$ cat config.mk
export PLATFORM = sky130hd
export DESIGN_NAME = timer_ctrl
export DESIGN_NICKNAME = d
export VERILOG_FILES = /design/src/rtl/timer_ctrl.sv
export SDC_FILE = /design/constraint.sdc
export NUM_CORES = 1
export LEC_CHECK = 0
export BUFFER_PORTS_ARGS = -buffer_cell sky130_fd_sc_hd__clkbuf_2
export CORE_MARGIN = 2
export CORE_UTILIZATION = 53
export CTS_CLUSTER_SIZE = 14
export DETAILED_ROUTE_END_ITERATION = 10
export GPL_ROUTABILITY_DRIVEN = 0
export PLACE_DENSITY = 0.84
export SLEW_MARGIN = 30
export SYNTH_ARGS = -nofsm -noshare
export SYNTH_HDL_FRONTEND = slang
export SYNTH_SLANG_ARGS = --single-unit
$ cat constraint.sdc
create_clock -name clk -period 1.9 [get_ports clk]
set_input_delay 0.095 -clock clk [delete_from_list [all_inputs] [get_ports clk]]
set_output_delay 0.095 -clock clk [all_outputs]
set_load 0.01 [all_outputs]
$ cat src/rtl/timer_ctrl.sv
// Control FSM for the min:sec countdown timer: turns panel buttons into
// load/clear strobes, paces the seconds count enable and reports status.
module timer_ctrl #(
  parameter int TICK_DIV = 100
) (
  input  logic clk,
  input  logic clearneg,
  input  logic load_btn,
  input  logic start_btn,
  input  logic stop_btn,
  input  logic clr_btn,
  input  logic zero_in,
  output logic loadneg,
  output logic clrneg,
  output logic en,
  output logic running,
  output logic paused,
  output logic done
);

  localparam int PW = $clog2(TICK_DIV);
  localparam logic [PW-1:0] LAST = PW'(TICK_DIV - 1);

  localparam logic [2:0] S_IDLE  = 3'd0;
  localparam logic [2:0] S_LOAD  = 3'd1;
  localparam logic [2:0] S_CLEAR = 3'd2;
  localparam logic [2:0] S_READY = 3'd3;
  localparam logic [2:0] S_RUN   = 3'd4;
  localparam logic [2:0] S_PAUSE = 3'd5;
  localparam logic [2:0] S_DONE  = 3'd6;

  logic [2:0]    state, state_nxt;
  logic [PW-1:0] presc, presc_nxt;
  logic          load_q, start_q, stop_q, clr_q;
  logic          load_rise, start_rise, stop_rise, clr_rise;

  // History resets high so a button held through reset release never fires.
  always_ff @(posedge clk or negedge clearneg) begin
    if (!clearneg) begin
      load_q  <= 1'b1;
      start_q <= 1'b1;
      stop_q  <= 1'b1;
      clr_q   <= 1'b1;
    end else begin
      load_q  <= load_btn;
      start_q <= start_btn;
      stop_q  <= stop_btn;
      clr_q   <= clr_btn;
    end
  end

  assign load_rise  = load_btn  & ~load_q;
  assign start_rise = start_btn & ~start_q;
  assign stop_rise  = stop_btn  & ~stop_q;
  assign clr_rise   = clr_btn   & ~clr_q;

  always_comb begin
    state_nxt = state;
    if (clr_rise) begin
      state_nxt = S_CLEAR;
    end else if (state == S_CLEAR) begin
      state_nxt = S_IDLE;
    end else if (load_rise) begin
      state_nxt = S_LOAD;
    end else if (state == S_LOAD) begin
      state_nxt = S_READY;
    end else begin
      case (state)
        S_READY: begin
          if (stop_rise)                  state_nxt = S_IDLE;
          else if (start_rise && !zero_in) state_nxt = S_RUN;
        end
        // Reaching zero outranks stop so the alarm is never lost.
        S_RUN: begin
          if (zero_in)        state_nxt = S_DONE;
          else if (stop_rise) state_nxt = S_PAUSE;
        end
        S_PAUSE: begin
          if (stop_rise)       state_nxt = S_IDLE;
          else if (start_rise) state_nxt = S_RUN;
        end
        S_DONE: begin
          if (stop_rise) state_nxt = S_IDLE;
        end
        default: state_nxt = state;
      endcase
    end
  end

  always_comb begin
    presc_nxt = presc;
    if (state == S_CLEAR)
      presc_nxt = '0;
    else if (state == S_RUN)
      presc_nxt = (presc == LAST) ? '0 : presc + PW'(1);
    else if (state == S_READY && state_nxt == S_RUN)
      presc_nxt = '0;
  end

  always_ff @(posedge clk or negedge clearneg) begin
    if (!clearneg) begin
      state <= S_IDLE;
      presc <= '0;
    end else begin
      state <= state_nxt;
      presc <= presc_nxt;
    end
  end

  // en is gated by zero_in combinationally so the counters cannot underflow.
  assign en      = (state == S_RUN) && (presc == LAST) && !zero_in;
  assign loadneg = (state != S_LOAD);
  assign clrneg  = (state != S_CLEAR);
  assign running = (state == S_RUN);
  assign paused  = (state == S_PAUSE);
  assign done    = (state == S_DONE);

endmodule

==> flow_summary_export.csv <==
group,metric,value,unit
floorplanning,die_h,42.4,um
cts,htreeDepth,1,
floorplanning,core,0.00133,sq mm
cts,postCtsHoldBufs,5,
power_and_ir_drop,ir_drop,0.652,mV
finish,drive_gt1_share,33.7,%
cts,cts.sinks,14,
synthesis,synth_cells,77,
setup_path,crit_fanout,7,
synthesis,synth_cell_types,36,
run,cap_violations,0,
timing,setup_tns,0,ps
setup_path,cp_data_required_time,2080,ps
finish,nets,107,
timing,finalMaxSlewViolations,0,
timing,hold_viol,0,
route,num_vias,712,
global_route,grt_pass1_wl,2.79,mm
timing,worst_slew_pin_slew,381,ps
route,wl_per_cell,14.0,um
route,route.detailed.drc,0,
global_route,gr-max-usage-layer,"met2",
place,portBuffers,12,
status,status,"completed",
global_route,grt.met1_usage,26.5,%
route,drtIter0Drc,50,
synthesis,ys.flop_type,"dfrtp_1",
route,routed_via_density,6.30,
synthesis,synth_top_area_share,31.9,%
power_and_ir_drop,p_switching,0.221,mW
finish,final_util,72.0,%
route,ant_nets,0,
timing,skew,4.68,ps
cts,clkTransAtPathRegs,90,ps
power_and_ir_drop,pwr-share-comb,27.0,%
synthesis,synth_top_area_cell,"dfrtp_1",
power_and_ir_drop,switching_share,29.4,%
route,dr.pass1.iters,4,
power_and_ir_drop,p_total,0.751,mW
timing,fin_crit,1850,ps
synthesis,ys.warnings.count,0,
finish,num_antenna_cells,0,
cts,cts_setup_buffers,0,
global_route,grt-ovfl-total,0,
power_and_ir_drop,leakagePower,0.458,nW
global_route,antenna_found_initial,0,
timing,slew_headroom,74.2,%
floorplanning,pin_count,13,
floorplanning,num_rows,13,
synthesis,ys_ff_latch,14,
route,drt_wl_total,1.59,mm
timing,post-route-period-util,97.4,%
timing,finalSetupViolCount,0,
global_route,use_met2,32.3,%
place,dp_hpwl,1.11,mm
cts,clkLatencyLatePin,280,ps
global_route,grt_max_degree,15,
power_and_ir_drop,p_seq_share,43.7,%
synthesis,synth_edf_count,0,
floorplanning,dieWidth,42.4,um
timing,holdWs,234,ps
power_and_ir_drop,intPower,0.530,mW
synthesis,synthArstFlopShare,100,%
global_route,grt_use_total,20.2,%
setup_path,critPathKind,"reg -> reg",
cts,cts_tree,"built",
timing,rsz0062_at_grt,"no",
power_and_ir_drop,clkPwrFrac,29.3,%
synthesis,syn-num-nets,85,
setup_path,cp_data_arrival_time,2030,ps
floorplanning,start_util,58.7,%
cts,clk_path_buf_depth,2,
global_route,use_met3,4.31,%
floorplanning,die_area,0.00180,sq mm
timing,timing.fmax,541,MHz
global_route,grt_pass1_vias,660,
cts,clockRootBuffer,"clkbuf_4",
finish,syn2layout_area_growth,22.5,%
synthesis,ys_top_cells_by_area,"dfrtp_1 32%, dfstp_2 13%, o21ai_0 3.8%, a21o_2 3.4%, and3_1 3.2%",
synthesis,avgSynthCellArea,10.2,sq um
synthesis,synth_area,783,sq um
setup_path,startpoint_type,"flip-flop",
power_and_ir_drop,power.density,782,mW/mm^2
cts,post_cts_resized,0,
min_path,min_path_type,"in -> async",
synthesis,ys_seq_area_share,45.4,%
setup_path,end_kind,"flip-flop",
cts,cts_buffers,3,
-- per-layer routing --
| metal | part of all wire, % | wire, um |
|---|---|---|
| met5 | 0 | 0 |
| met2 | 48 | 763 |
| met3 | 4.9 | 77 |
| met1 | 45 | 713 |
| met4 | 2.0 | 31 |
-- cell families after synthesis --
logic type               count (synthesis)  share of synthesized area [%]
buffers and inverters                    5                           2.40
multiplexers                             1                           1.28
AND/OR/NAND/NOR                         32                           24.0
AO/OA/AOI/OAI                           21                           22.0
XOR/XNOR                                 3                           3.36
adder cells (fa/ha/maj)                  1                           1.60
flip-flops                              14                           45.4
-- Yosys cell counts (all sizes together), types with 2 or more instances --
| cell type | n |
|---|---|
| clkbuf | 3 |
| inv | 2 |
| xnor2 | 2 |
| nor3 | 2 |
| or3b | 3 |
| dfstp | 4 |
| o2bb2ai | 2 |
| nand3 | 4 |
| nand2b | 4 |
| and3 | 4 |
| nand2 | 5 |
| dfrtp | 10 |
| a21o | 3 |
| o21ai | 6 |
| nor2 | 3 |
-- worst max-delay path, stage by stage (launching register included) --
cell and delay (ps):
dfstp_2 370, or3b_1 410, or2_0 240, o32a_4 420, a211o_1 300
-- power by group through the flow --
stage | Sequential, mW | Clock (mW) | Combinational (mW)
finish | 0.328 | 0.220 | 0.202
global route | 0.332 | 0.232 | 0.223
CTS | 0.328 | 0.218 | 0.200
detailed placement | 0.334 | 0 | 0.191
global placement | 0.332 | 0 | 0.191
floorplan | 0.330 | 0 | 0.135
-- through the flow --
step                      setup WS (ps)  std cells  area, sq um
after floorplan                     149         77          783
after global placement              123        104          873
after detailed placement           59.5        104          873
after CTS                          60.5        113          960
after global routing               32.2        113          960
final                              50.1        113          960
-- worst paths after layout --
path                                      startpoint              endpoint  slack, ps  cells after the start
worst max-delay path               start_q$_DFF_PN1_  presc[3]$_DFFE_PN0P_         50                      4
worst min-delay path                        clearneg    state[2]$_DFF_PN0_        230                      2
worst max register to register     start_q$_DFF_PN1_  presc[3]$_DFFE_PN0P_         50                      4
worst min register to register  presc[1]$_DFFE_PN0P_  presc[1]$_DFFE_PN0P_        550                      1
max in group asynchronous                   clearneg     start_q$_DFF_PN1_       1360                      2
min in group clk                           start_btn    state[0]$_DFF_PN0_        270                      4
-- flip-flops by register name (all words and copies together) (netlist names) --
signal / cells
presc: 7
state: 3
clr_q: 1
load_q: 1
start_q: 1
stop_q: 1
-- placed cells by master (no fill, tap or decap), drive strengths merged, types with 2 or more instances in the layout --
master and n:
nand2 5, nand2b 4, or3b 3, and3 4
o21ai 6, o2bb2ai 2, nor2 3, dlygate4sd3 5
inv 2, clkbuf 16, dfrtp 10, dfstp 4
nor3 2, buf 3, a21o 3, nand3 4
xnor2 2
-- area by class of cell --
type	instances	area, sq um
flip-flops and latches	14	355
well taps	15	18.8
inverters	2	7.51
clock buffers	4	36.3
multi-input cells	58	409
repair buffers	20	133
fillers	98	374
(Power assumes the default switching activity.)
